--- src/rtl/input_conditioner_pkg.sv ---
// input_conditioner_pkg
// Shared constants and helpers for the input conditioner and its per-bit
// debounce channel.
//   DEBOUNCE_DEFAULT : default stability count (enabled cycles)
//   WIDTH_DEFAULT    : default number of conditioned channels
//   cnt_width(n)     : counter width needed to count 0..n-1, never below 1
package input_conditioner_pkg;

  localparam int DEBOUNCE_DEFAULT = 4;
  localparam int WIDTH_DEFAULT    = 8;

  function automatic int cnt_width(input int n);
    int w;
    w = $clog2(n);
    return (w < 1) ? 1 : w;
  endfunction

endpackage

--- src/rtl/debounce_channel.sv ---
// debounce_channel
// One conditioned bit: two-flop synchroniser, stability counter, debounced
// level flop and one-cycle rise/fall pulse flops.
// Ports:
//   clk   in  : clock
//   rst   in  : synchronous active-high reset, clears every flop
//   ena   in  : advance enable for the counter/level; sync pair always runs
//   din   in  : raw asynchronous pad bit
//   dout  out : debounced level (registered)
//   rise  out : one-cycle pulse on dout 0->1 (registered)
//   fall  out : one-cycle pulse on dout 1->0 (registered)
//   flip  out : combinational "dout changes at the coming edge", used by the
//               top level to register its shared changed flag alongside the
//               pulses
// The channel is STABLE when the synchronised bit matches dout (cnt is 0)
// and PENDING while a mismatch is being counted; pending is exported so the
// state can be observed.
module debounce_channel
  import input_conditioner_pkg::*;
#(
  parameter int DEBOUNCE_CYCLES = DEBOUNCE_DEFAULT
) (
  input  logic clk,
  input  logic rst,
  input  logic ena,
  input  logic din,
  output logic dout,
  output logic rise,
  output logic fall,
  output logic flip,
  output logic pending
);

  localparam int              CNT_W    = cnt_width(DEBOUNCE_CYCLES);
  localparam logic [CNT_W-1:0] CNT_LAST = CNT_W'(DEBOUNCE_CYCLES - 1);

  logic             s1;
  logic             s2;
  logic [CNT_W-1:0] cnt;
  logic             mismatch;
  logic             terminal;

  always_comb begin
    mismatch = s2 ^ dout;
    terminal = (cnt == CNT_LAST);
    // A flip needs an enabled edge; with ena low the pulses fall to 0.
    flip     = ena & mismatch & terminal;
    pending  = mismatch;
  end

  always_ff @(posedge clk) begin
    if (rst) begin
      s1   <= 1'b0;
      s2   <= 1'b0;
      cnt  <= '0;
      dout <= 1'b0;
      rise <= 1'b0;
      fall <= 1'b0;
    end else begin
      s1   <= din;
      s2   <= s1;
      rise <= flip & s2;
      fall <= flip & ~s2;
      if (ena) begin
        if (!mismatch) begin
          cnt <= '0;
        end else if (terminal) begin
          // Cleared at terminal count, so the counter never wraps.
          cnt  <= '0;
          dout <= s2;
        end else begin
          cnt <= cnt + 1'b1;
        end
      end
    end
  end

endmodule

--- src/rtl/input_conditioner.sv ---
// input_conditioner
// Synchronises, debounces and edge-detects WIDTH raw pad inputs.
// Ports:
//   clk     in  1     : clock
//   rst     in  1     : synchronous active-high reset
//   ena     in  1     : advance enable (tile ena)
//   din     in  WIDTH : raw asynchronous pad inputs
//   dout    out WIDTH : debounced levels
//   rise    out WIDTH : one-cycle pulse per bit on 0->1
//   fall    out WIDTH : one-cycle pulse per bit on 1->0
//   changed out 1     : OR of all rise|fall, registered with the pulses
// All outputs are registered; there is no combinational din->output path.
module input_conditioner
  import input_conditioner_pkg::*;
#(
  parameter int WIDTH           = WIDTH_DEFAULT,
  parameter int DEBOUNCE_CYCLES = DEBOUNCE_DEFAULT
) (
  input  logic             clk,
  input  logic             rst,
  input  logic             ena,
  input  logic [WIDTH-1:0] din,
  output logic [WIDTH-1:0] dout,
  output logic [WIDTH-1:0] rise,
  output logic [WIDTH-1:0] fall,
  output logic             changed
);

  if (DEBOUNCE_CYCLES < 1 || DEBOUNCE_CYCLES > 255) begin : g_bad_debounce
    $error("input_conditioner: DEBOUNCE_CYCLES must be in 1..255");
  end

  logic [WIDTH-1:0] flip;
  logic [WIDTH-1:0] pending;
  logic             any_pending;

  for (genvar i = 0; i < WIDTH; i++) begin : g_ch
    debounce_channel #(
      .DEBOUNCE_CYCLES(DEBOUNCE_CYCLES)
    ) u_ch (
      .clk    (clk),
      .rst    (rst),
      .ena    (ena),
      .din    (din[i]),
      .dout   (dout[i]),
      .rise   (rise[i]),
      .fall   (fall[i]),
      .flip   (flip[i]),
      .pending(pending[i])
    );
  end

  // Observation point: high while any channel is counting a mismatch.
  always_comb begin
    any_pending = |pending;
  end

  // Registered from the same next-edge flip terms that load the pulse flops,
  // so changed lines up with rise/fall in the same cycle.
  always_ff @(posedge clk) begin
    if (rst) begin
      changed <= 1'b0;
    end else begin
      changed <= |flip;
    end
  end

endmodule

--- config.mk ---
export PLATFORM = sky130hd
export DESIGN_NAME = input_conditioner
export DESIGN_NICKNAME = d
export VERILOG_FILES = /design/src/rtl/input_conditioner_pkg.sv /design/src/rtl/debounce_channel.sv /design/src/rtl/input_conditioner.sv
export SDC_FILE = /design/constraint.sdc
export NUM_CORES = 1
export LEC_CHECK = 0
export ABC_AREA = 1
export CAP_MARGIN = 30
export CORE_ASPECT_RATIO = 2
export CORE_MARGIN = 2
export CORE_UTILIZATION = 55
export CTS_CLUSTER_SIZE = 12
export DETAILED_ROUTE_END_ITERATION = 10
export DONT_BUFFER_PORTS = 1
export GPL_TIMING_DRIVEN = 0
export PLACE_DENSITY = 0.75
export SLEW_MARGIN = 20
export SYNTH_ARGS = -nofsm -noshare
export SYNTH_HDL_FRONTEND = slang
export SYNTH_SLANG_ARGS = --single-unit
export TNS_END_PERCENT = 20
--- constraint.sdc ---
create_clock -name clk -period 1.1 [get_ports clk]
set_clock_uncertainty 0.1 [all_clocks]
set_input_delay 0.22 -clock clk [delete_from_list [all_inputs] [get_ports clk]]
set_output_delay 0.22 -clock clk [all_outputs]
set_load 0.02 [all_outputs]
Yosys cells after proc, flatten, opt, wreduce, memory -nomap -nowiden:

Cells that the tools add are included.

* bitwise operators: 48
* reductions and logical operators: 9
* mux-type cells: 16
* add/subtract/negate cells: 8
* equality and inequality tests: 8

Operators with widths (number)
* $and A1 B1 Y1: 32
* $mux W2: 16
* $reduce_and A3 Y1: 8
* $add A2 B1 Y2 const B: 8
* $eq A2 B2 Y1 const B: 8
* $not A1 Y1: 8
* $reduce_or A8 Y1: 1
* $xor A1 B1 Y1: 8

* word-level logic and storage cells: 138
* bits in registers: 57

Longest topological paths before layout:

* depth after elaboration: 4
* mapped depth: 7
* gate-level depth less buffers: 7

By module:

A second synthesis with hierarchy kept.

* cells, all modules: 297
* area total of the unflattened synthesis: 2302.2 um^2

Modules (own cells, without submodules)
* debounce_channel: cells each 36, area an instance 281.5 um^2, times used 8
* input_conditioner: cells each 9, area an instance 50.0 um^2, times used 1

Least setup slack after synthesis:

Ideal clock, no wire load.

* path kind: register -> register
* from: reg g_ch[3].u_ch.cnt[0]
* to: reg changed
* path buffers: 0
* library setup time: 0.118 ns
* required time: 0.882 ns
* path slack: -0.053 ns
* stages on the path, launching flop included: 8
* data arrival time: 0.935 ns
* clock period less this slack: 1.153 ns
* cell sequence: dfxtp_1 -> ha_1 -> nand2_1 -> inv_1 -> nand3_1 -> nand2_1 -> nor2_1 -> a21oi_2

* longest elaborated chain between the ends: 3

Ends and longest elaborated chain
* start: declaration: line debounce_channel.sv:39 `logic [CNT_W-1:0] cnt;`
* start signal: assignment: line debounce_channel.sv:72 `cnt <= cnt + 1'b1;`
* $eq A2 B2 Y1: line debounce_channel.sv:45 `terminal = (cnt == CNT_LAST);`
* $and A1 B1 Y1: line debounce_channel.sv:47 `flip = ena & mismatch & terminal;`
* $reduce_or A8 Y1: line input_conditioner.sv:64 `changed <= |flip;`
* end signal: assignment: line input_conditioner.sv:64
* end: declaration: line input_conditioner.sv:26 `output logic changed`

No other way between the ends.
A chain may end at the register's enable or synchronous reset.

Worst setup path after layout:

* from: reg g_ch[7].u_ch.cnt[0]
* to: reg changed

* longest elaborated chain between the ends: 3

Ends and longest elaborated chain (line)
* start: declaration: debounce_channel.sv:39
* start signal: assignment: debounce_channel.sv:72
* $eq A2 B2 Y1: debounce_channel.sv:45
* $and A1 B1 Y1: debounce_channel.sv:47
* $reduce_or A8 Y1: input_conditioner.sv:64

No other way between the ends.

==> flow_summary.ini <==
[run_status]
outcome = complete, but fails checks
violations = negative setup slack

[final_layout]
multi_input_area_um2 = 1125
final_area_um2 = 3212
nets = 344
layout_commonest_cell = nand2_1
num-fill-cells = 274
drive_above_1_share = 0.5121
utilization = 0.7779
area_growth_pct = 35.03
final_cell_mix = nand2_1, dfxtp_2, inv_1
ff_latch_area_um2 = 1224
antenna_cells = 0

[floorplan]
die_area_um2 = 4899
coreArea_um2 = 4129
ios = 36
die_h_um = 97
start_util = 0.5761
rows = 33
dieWidth_um = 50.50

[cts]
clk_path_buf_depth = 2
h-tree-depth = 3
clk_latency_ps = 340
clkSinkCount = 57
cts_buffers = 9
path_clk_slew_ps = 60
cts_tree = built
root_buffer = clkbuf_8

[sta]
hold_violations = 0
fmax_mhz = 840.1
tightest_slew_ps = 638.6
min_period_over_period = 1.082
finalSetupViolCount = 14
drv_slew = 0
grt_setup_unrepaired = yes
setup_ws_ps = -90.38
finalCriticalPeriod_ps = 1190
slew_headroom = 0.5742

[power]
vdd_drop_max_mv = 1.339
power_density_nw_per_um2 = 1265
pwr-share-comb = 0.054
pwr-share-clk = 0.426
p_sw_mw = 0.9641
switching_share = 0.2372
p_int_mw = 3.100
p_leak_nw = 1.367
seqPwrFrac = 0.520

[global_route]
antenna_found_initial = 0
grt_pass1_vias = 1880
grtUsageTotal = 0.2173
grt_pass1_wl_mm = 7.893
grt_max_degree = 11
grt_overflow = 0

[logic_synthesis]
yosysUniqueCellTypes = 22
ys_seq_area_frac = 0.4797
yosys_warnings = 0
synth_cells = 297
syn-num-nets = 316
avgSynthCellArea_um2 = 8.009
syn_area_um2 = 2379
synth_top_area_frac = 0.4797
ys_ff_latch = 57
synth.area.top_cells = dfxtp_1, nand2_1, buf_4
synth_area_leader_cell = dfxtp_1

[worst_hold_path]
hold_path.class = input port to register

[placement]
gp_congestion = 0.7434
dp_hpwl_mm = 3.079
dpl_cell_area_um2 = 2466
portBuffers = 0

[setup_path]
path_max_fanout = 3
critPathLaunchType = register
critPathKind = register to register
worstSetupEndpointType = register
arrival_ps = 1310
crit_required_ps = 1220

[routing]
drc = 0
drtAntennaViolNets = 0
route.vias.total = 1973
vias_per_cell = 5.165
wl_per_cell_um = 14.01
wirelength_mm = 5.350
drtIter0Drc = 43
drtPass1Iterations = 4

[run]
drv_cap = 0
-- power by group through the flow --
stage	clock network (mW)	registers (mW)	logic, mW
final	1.73	2.11	0.221
after global routing	1.83	2.11	0.242
after CTS	1.74	2.13	0.190
after detailed placement	0	2.17	0.156
after global placement	0	2.17	0.153
after floorplan	0	2.16	0.118
-- cells in the mapped netlist --
| cell | number |
|---|---|
| nor3_1 | 13 |
| clkbuf_1 | 1 |
| buf_2 | 6 |
| o21ai_0 | 2 |
| nand3_1 | 10 |
| a22oi_1 | 1 |
| nand2_2 | 4 |
| ha_1 | 8 |
| nor2_2 | 1 |
| nor2_1 | 37 |
| buf_4 | 24 |
| inv_1 | 38 |
| dfxtp_1 | 57 |
| inv_2 | 2 |
| a21oi_2 | 1 |
| o21a_1 | 2 |
| nand4_1 | 4 |
| a21oi_1 | 23 |
| nand3_2 | 1 |
| nand2_1 | 57 |
| buf_6 | 2 |
| nand3b_4 | 3 |
-- cells by family after synthesis --
kind of cell               synth area share
DFF                                  0.4797
and+or+nand+nor                      0.2499
AOI/OAI and AO/OA                   0.06575
buffers and inverters                0.1625
adders and majority gates           0.04208
-- timing repair --
| item | in CTS | in global routing |
|---|---|---|
| pin swaps | 7 | 21 |
| cloned | 0 | 0 |
| endpoints found under the setup margin | 40 | 51 |
| setup buffers | 4 | 5 |
| endpoints found under the hold margin | 8 | 0 |
| gates resized for setup | 76 | 68 |
| hold buffers | 8 | 0 |
-- final timing paths --
path	from	endpoint	slack, ps	cells past startpoint
worst min-delay path	ena	g_ch[3].u_ch.fall$_SDFF_PP0_	30	4
worst max register to register	g_ch[7].u_ch.cnt[0]$_SDFFE_PP0P_	changed$_SDFF_PP0_	-90	6
worst max-delay path	g_ch[7].u_ch.cnt[0]$_SDFFE_PP0P_	changed$_SDFF_PP0_	-90	6
worst min register to register	g_ch[5].u_ch.s1$_SDFF_PP0_	g_ch[5].u_ch.s2$_SDFF_PP0_	300	2
-- registers in the layout, indices dropped and copies added, names as in the netlist --
signal / cells
changed: 1
g_ch.u_ch.fall: 8
g_ch.u_ch.cnt: 16
g_ch.u_ch.s2: 8
g_ch.u_ch.dout: 8
g_ch.u_ch.rise: 8
g_ch.u_ch.s1: 8
-- critical path: stages, from the launching register on --
cell      delay [ps]
dfxtp_2          340
ha_4             170
nand2_1           90
nand3b_4         150
nand2_2           70
nor2_4            90
a21oi_2           60
-- through the flow --
stage	total power, mW	setup TNS (ps)	hold WS [ps]	worst slack, ps	std cells
floorplan	2.282	0	227.0	1.339	297
global placement	2.321	-282.6	227.8	-148.4	349
detailed placement	2.327	-426.6	232.8	-146.6	349
CTS	4.055	-385.1	22.58	-48.83	377
global route	4.186	-1659	41.96	-138.2	382
finish	4.064	-463.5	29.29	-90.38	382
-- final cells by class --
cell class,instances,share of cell area
buffer,33,0.1017
clock inverter,3,0.004675
clock buffer,13,0.04947
tap,52,0.02026
inverter,40,0.04675
timing repair buffer,17,0.04597
multi-input combinational,167,0.3502
sequential,57,0.3810
-- per-layer routing --
layer	vias to the layer above	part of all wire	global-route usage
li1	960	-	-
met2	49	0.56	0.3897
met5	-	0	0
met4	0	0.047	0.1393
met1	940	0.35	0.2136
met3	24	0.037	0.04630
Note: power is estimated with default switching activity, not from simulation.
